===== config.mk =====
export PLATFORM = sky130hd
export DESIGN_NAME = riscv_if_fetch
export DESIGN_NICKNAME = d
export VERILOG_FILES = /design/src/rtl/riscv_if_fetch.sv
export SDC_FILE = /design/constraint.sdc
export NUM_CORES = 1
export LEC_CHECK = 0
export CAP_MARGIN = 20
export CORE_MARGIN = 2
export CORE_UTILIZATION = 60
export DETAILED_ROUTE_END_ITERATION = 10
export HOLD_SLACK_MARGIN = 0.15
export PLACE_DENSITY = 0.94
export SETUP_SLACK_MARGIN = 0.02
export SYNTH_ARGS = -nofsm -noshare
export SYNTH_HDL_FRONTEND = slang
export SYNTH_SLANG_ARGS = --single-unit

===== constraint.sdc =====
create_clock -name clk -period 5.99 [get_ports clk]
set_input_delay 1.198 -clock clk [delete_from_list [all_inputs] [get_ports clk]]
set_output_delay 1.198 -clock clk [all_outputs]
set_load 0.05 [all_outputs]

===== src/rtl/riscv_if_fetch.sv =====
// ============================================================================
// riscv_if_fetch : instruction-fetch stage, one-outstanding imem reads into a
//                  {pc, inst} prefetch FIFO drained by decode.
// Revision       : 1.0
// ============================================================================
`default_nettype none

module riscv_if_fetch #(
  parameter logic [31:0] RESET_PC   = 32'h0000_0000,
  parameter int          FIFO_DEPTH = 4
) (
  input  logic        clk,
  input  logic        rst,
  output logic        imem_req_o,
  output logic [31:0] imem_addr_o,
  input  logic        imem_ack_i,
  input  logic [31:0] imem_data_i,
  input  logic        br_taken_i,
  input  logic [31:0] br_target_i,
  input  logic        stall_i,
  output logic [31:0] pc_o,
  output logic [31:0] inst_o,
  output logic        inst_valid_o
);

  localparam int          AW    = $clog2(FIFO_DEPTH);
  localparam logic [31:0] C_NOP = 32'h0000_0013;

  typedef enum logic [0:0] {
    S_IDLE = 1'b0,
    S_WAIT = 1'b1
  } state_t;

  state_t        r_state;
  logic          r_req;
  logic [31:0]   r_addr;
  logic [31:0]   r_fetch_pc;
  logic          r_discard;

  logic [31:0]   r_pc_mem   [FIFO_DEPTH];
  logic [31:0]   r_inst_mem [FIFO_DEPTH];
  logic [AW-1:0] r_wr_ptr;
  logic [AW-1:0] r_rd_ptr;
  logic [AW:0]   r_count;

  logic          w_valid;
  logic          w_push;
  logic          w_pop;
  logic          w_issue;
  logic [31:0]   w_target;

  assign w_valid  = (r_count != '0);
  assign w_target = br_target_i & ~32'h3;
  assign w_push   = (r_state == S_WAIT) && imem_ack_i && !r_discard && !br_taken_i;
  assign w_pop    = w_valid && !stall_i && !br_taken_i;
  // Only one read can be in flight, so an empty slot now is a slot at ack time.
  assign w_issue  = (r_state == S_IDLE) && !br_taken_i && (r_count < (AW+1)'(FIFO_DEPTH));

  always_ff @(posedge clk or posedge rst) begin
    if (rst) begin
      r_state    <= S_IDLE;
      r_req      <= 1'b0;
      r_addr     <= RESET_PC;
      r_fetch_pc <= RESET_PC;
      r_discard  <= 1'b0;
    end else begin
      case (r_state)
        S_IDLE: begin
          if (br_taken_i) begin
            r_fetch_pc <= w_target;
          end else if (w_issue) begin
            r_req   <= 1'b1;
            r_addr  <= r_fetch_pc;
            r_state <= S_WAIT;
          end
        end
        S_WAIT: begin
          if (imem_ack_i) begin
            r_req     <= 1'b0;
            r_discard <= 1'b0;
            r_state   <= S_IDLE;
            if (br_taken_i) begin
              r_fetch_pc <= w_target;
            end else if (!r_discard) begin
              r_fetch_pc <= r_fetch_pc + 32'd4;
            end
          end else if (br_taken_i) begin
            // Keep the bus request alive until the stale word returns.
            r_discard  <= 1'b1;
            r_fetch_pc <= w_target;
          end
        end
        default: begin
          r_state <= S_IDLE;
          r_req   <= 1'b0;
        end
      endcase
    end
  end

  always_ff @(posedge clk or posedge rst) begin
    if (rst) begin
      r_wr_ptr <= '0;
      r_rd_ptr <= '0;
      r_count  <= '0;
    end else if (br_taken_i) begin
      r_wr_ptr <= '0;
      r_rd_ptr <= '0;
      r_count  <= '0;
    end else begin
      if (w_push) r_wr_ptr <= r_wr_ptr + AW'(1);
      if (w_pop)  r_rd_ptr <= r_rd_ptr + AW'(1);
      case ({w_push, w_pop})
        2'b10:   r_count <= r_count + (AW+1)'(1);
        2'b01:   r_count <= r_count - (AW+1)'(1);
        default: r_count <= r_count;
      endcase
    end
  end

  always_ff @(posedge clk) begin
    if (w_push) begin
      r_pc_mem[r_wr_ptr]   <= r_fetch_pc;
      r_inst_mem[r_wr_ptr] <= imem_data_i;
    end
  end

  assign imem_req_o   = r_req;
  assign imem_addr_o  = r_addr;
  assign inst_valid_o = w_valid;
  assign pc_o         = w_valid ? r_pc_mem[r_rd_ptr]   : 32'h0000_0000;
  assign inst_o       = w_valid ? r_inst_mem[r_rd_ptr] : C_NOP;

endmodule

`default_nettype wire

# After elaboration in Yosys (flattened, before gate mapping)
# Memory sizes are Yosys's and may differ from the RTL's.
# Index checks and enable logic that the tools add are counted.
[totals] ff_bits=74 elab_cells=67 mem_count=2 ram_bits=256
[memory_table] memory="r_inst_mem" depth=4 word_bits=32 rd=1 rd_clocked_by_memory_dff=0 wr=1 line="41" rtl="logic [31:0] r_inst_mem [FIFO_DEPTH];"
[memory_table] memory="r_pc_mem" depth=4 word_bits=32 rd=1 rd_clocked_by_memory_dff=0 wr=1 line="40" rtl="logic [31:0] r_pc_mem [FIFO_DEPTH];"
[classes] n_bitwise=2 eq_ne=6 reduce_logical=18 order_cmp=1 addsub=5 n_mux=25
[ops] op="$mux W32" n=6
[ops] op="$pmux W32 S2" n=1
[ops] op="$add A32 B3 Y32 const B" n=1
[ops] op="$mux W1" n=10
[ops] op="$mux W2" n=4
[ops] op="$logic_and A1 B1 Y1" n=7
[ops] op="$ne A2 B2 Y1 const B" n=3
[ops] op="$pmux W3 S2" n=1
[ops] op="$reduce_and A3 Y1" n=2
[ops] op="$reduce_bool A2 Y1" n=3
[ops] op="$reduce_bool A3 Y1" n=2
[ops] op="$add A2 B1 Y2 const B" n=2
[ops] op="$ne A4 B4 Y1 const B" n=1
[ops] op="$pmux W1 S2" n=2
[ops] op="$add A3 B1 Y3 const B" n=1
[ops] op="$logic_not A1 Y1" n=3
[ops] op="$lt A3 B3 Y1 const B" n=1
[ops] op="$mux W3" n=1
[ops] op="$sub A3 B1 Y3 const B" n=1
[ops] op="$eq A2 B1 Y1 const B" n=1
[ops] op="$eq A2 B2 Y1 const B" n=1
[ops] op="$not A1 Y1" n=2
[ops] op="$reduce_and A2 Y1" n=1

# Depth between registers and ports, before layout
[depth] ltp_word=6 depth_mapped=9

# Least setup slack after synthesis
# No wires, ideal clock.
[synth_path] path_kind="input-to-reg" start="input port imem_ack_i" end="memory r_inst_mem[0][0], enable pin" path_stages=4 setup_time_ns=0.429 t_required_ns=5.561 arrival_time_ns=3.533 path_slack_ns=2.027 cell_sequence="and3b_1 clkbuf_1 buf_1 and3_1"
[synth_via] elab_chain_cells=5
[synth_lines] element="start: declaration" line="16" rtl="input logic imem_ack_i,"
[synth_lines] element="$logic_and A1 B1 Y1 (3 in series)" line="54" rtl="assign w_push = (r_state == S_WAIT) && imem_ack_i && !r_discard && !br_taken_i;"
[synth_lines] element="$mux W1" line="122" rtl="if (w_push) begin"
[synth_lines] element="$mux W1 (implied by the code)" line="124" rtl="r_inst_mem[r_wr_ptr] <= imem_data_i;"
[synth_lines] element="end: declaration" line="41"
# Every way passes these cells.

# Worst setup path after layout
[layout_path] start="register r_rd_ptr[0]" end="output port pc_o[24]"
[layout_via] elab_chain_cells=2
[layout_lines] element="start: declaration" line="43" rtl="logic [AW-1:0] r_rd_ptr;"
[layout_lines] element="start signal: assignment" line="112" rtl="if (w_pop) r_rd_ptr <= r_rd_ptr + AW'(1);"
[layout_lines] element="$mem_v2 Z4 W32"
[layout_lines] element="$mux W32" line="131" rtl="assign pc_o = w_valid ? r_pc_mem[r_rd_ptr] : 32'h0000_0000;"
[layout_lines] element="end: declaration" line="21" rtl="output logic [31:0] pc_o,"
# Every way passes these cells.

==> summary.txt <==
Logic synthesis
  • Area contributors post-synth: edfxtp_1 58%, dfrtp_1 14%, mux4_2 11%
  • Primary FF master, synth: edfxtp_1
  • Cells after synthesis: roughly 760
  • Post-synth top area share: 0.576
  • Yosys warns: 0
  • Synthesized Nets: 831
  • Yosys cell types: 52
  • EDFF count, synth: 256
  • Netlist Area Pre-Place: 0.0134 sq mm
  • Post-synthesis sequential area ratio: 0.714
  • Synth Register Bits: 330
  • Syn avg cell area: about 18 sq um
  • FFs w/ async S/R, synth: 0.224
  • Yosys top cell by area: edfxtp_1

Clock network
  • Post_cts resized: 0
  • Clock latency on the worst-skew pair: 0.54 ns
  • CTS max path bufs: 3
  • Hold Buf Count CTS: 0
  • CTS root buf: clkbuf_16
  • CTS tree: done
  • Clk pin slew, worst setup/hold paths: ~0.06 ns
  • Num CTS Buffers: 31
  • Number of buffers added for setup after CTS: 0
  • Clk sink count: 330
  • H-tree depth: 1

Critical path
  • Worst Path Max Fanout: 37
  • Crit Path Class: reg2out
  • Startpoint types: register
  • Req. time, crit path: ~4.8 ns
  • Reg2reg setup slack: 3.12 ns
  • Crit. End Element: output pin
  • CP arrival: 3.31 ns

Final layout
  • Synth-to-Final Area Change: 22.0%
  • Multi-input gate area: between 0.003 and 0.004 sq mm
  • Fill cells: ~1200
  • Nets@finish: 995
  • Final instance area: 0.0163 sq mm
  • Finished Layout Cells: roughly 1200
  • Diode count: 0
  • Sequential Area: between 0.009 and 0.01 sq mm
  • Share of cells above drive strength 1: 0.186
  • Layout Utilization: 0.746

Pwr
  • VDD IR max: ~0.00047 V
  • Net Sw Frac: 0.360
  • Design Power: approximately 7.7 mW
  • Cell Int Power: approximately 4.9 mW
  • Leak pwr: 5.43 nW
  • Sw power: around 2.8 mW
  • Power density cells: roughly 470 mW/mm^2
  • Sequential share of power: 0.382
  • Clock share of power: 0.254
  • Comb pwr share: 0.364

Global route
  • Initial antenna violation count: 0
  • GR Util All Layers: 0.239
  • First-pass GRT wire length: approximately 44 mm
  • Vias in the first global route: 7960
  • GRT overflow: 0
  • Largest net degree at the start of global routing: 66

Min path
  • Hold crit path type: reg2reg

Drt
  • Post-route ant nets: 0
  • Vias post-DR: 7586
  • Wire length per cell: 22.5 um
  • Vias per cell: 6.20
  • Drt first pass iters: 5
  • Final wirelength: 27.6 mm
  • 1st-iter DRT viols: 618
  • DRC Markers: 0

STA
  • Worst Skew: 0.00713 ns
  • Final hold violation count: 0
  • Max-slew headroom: 0.302
  • Final period utilization: 0.753
  • Fmax: 0.222 GHz
  • Crit path time final: 4.51 ns
  • Slew @ Worst Pin: 1.05 ns
  • Pins Over Slew Limit: 0
  • PnR worst setup slack: 1.48 ns
  • Hold WS: approximately 0.5 ns
  • Final setup TNS: 0 ns
  • RSZ-0062 raised after global routing: false
  • Setup violations, final: 0

Placement
  • Dpl ws: just under 2 ns
  • PortBufs: approximately 160
  • Placed insts: 1167
  • RD Place Congestion: 0.868
  • Final HPWL DP: 15.9 mm
  • Placed Area: 0.0153 sq mm

Status
  • Outcome: complete, no violations

Run
  • MaxCap Viol Count: 0

Floorplanning
  • Die area: 0.0235 sq mm
  • Starting Density: 0.612
  • Io pins: approximately 170
  • Die Span X: about 150 um
  • Core area: 0.0218 sq mm
  • Row cnt: 54
  • Die Y: 153 um
kinds of logic (layout without fill, tap and decap cells):
group,Yosys count,count (layout),share of synthesized area
adder cells (fa/ha/maj),6,6,0.00619
buffers and inverters,51,239,0.0154
multiplexers,97,97,0.136
flip-flops,330,330,0.714
AND/OR/NAND/NOR,197,197,0.0868
AO/OA/AOI/OAI,62,62,0.0320
XOR/XNOR,13,13,0.00956
flip-flops by register name, indices dropped and copies added, names as in the netlist, 2 cells and up:
name,count
imem_addr_o,32
r_inst_mem,128
r_count,3
r_rd_ptr,2
r_wr_ptr,2
r_fetch_pc,32
r_pc_mem,128
Yosys cell counts, drive strengths merged (3+ instances only):
master	instances
edfxtp	256
dfrtp	74
and2	64
mux4	64
mux2	32
clkbuf	25
nand2	25
nor2	21
nand4	17
buf	16
nand3	13
o21ai	12
a31oi	10
inv	10
o31ai	10
or4	9
a21oi	8
nor4	7
xnor2	7
and3	6
nor3	6
and4	5
ha	5
nor2b	5
or2	5
xor2	5
o31a	4
nand2b	3
o21a	3
cell usage in the layout, fill, tap and decap left out, types with 9 or more instances in the layout:
cell             count
clkdlybuf4s50_1    163
mux2_2              32
a31oi_1             10
nand4_1             17
and2_1              64
o21ai_0             12
nor2_1              21
mux4_2              64
clkbuf_16           31
or4_1                9
dfrtp_1             72
o31ai_1             10
nand3_1             13
edfxtp_1           256
clkinv_2            13
nand2_1             25
layout make-up:
| class | instances | share of cell area |
|---|---|---|
| flip-flops and latches | 330 | 0.586 |
| multi-input cells | 375 | 0.223 |
| repair buffers | 172 | 0.104 |
| clock buffers | 38 | 0.0499 |
| well taps | 280 | 0.0215 |
| clock inverters | 19 | 0.0127 |
| inverters | 10 | 0.00238 |
worst paths after layout:
check,startpoint,end,depth (start not counted)
min in group asynchronous,rst,imem_addr_o[3],2
setup / recovery,r_rd_ptr[0],pc_o[24],4
setup reg to reg,r_state,r_count[2],6
max in group asynchronous,rst,r_rd_ptr[1],3
hold / removal,imem_addr_o[5],imem_addr_o[5],1
hold reg to reg,imem_addr_o[5],imem_addr_o[5],1
per-layer routing:
layer,part of all wire,vias up,track usage
met5,0,-,0
met1,0.41,3899,0.338
met2,0.51,330,0.400
met3,0.071,35,0.0374
li1,-,3322,-
met4,0.014,0,0.0534
power groups by stage:
| stage | Combinational [mW] | Clock [mW] | Sequential (mW) |
|---|---|---|---|
| finish | 2.79 | 1.95 | 2.92 |
| global route | 2.92 | 2.08 | 2.96 |
| CTS | 2.81 | 1.99 | 2.93 |
| detailed placement | 2.80 | 0 | 2.97 |
| global placement | 2.75 | 0 | 2.96 |
| floorplan | 1.64 | 0 | 3.20 |
worst max-delay path, cell delays in order, from the launching register on:
cell             delay (ns)
dfrtp_4                0.93
buf_4                  0.40
mux4_2                 0.53
and2_1                 0.17
clkdlybuf4s50_1        0.72
No activity file was read; power rests on OpenSTA's default activity.
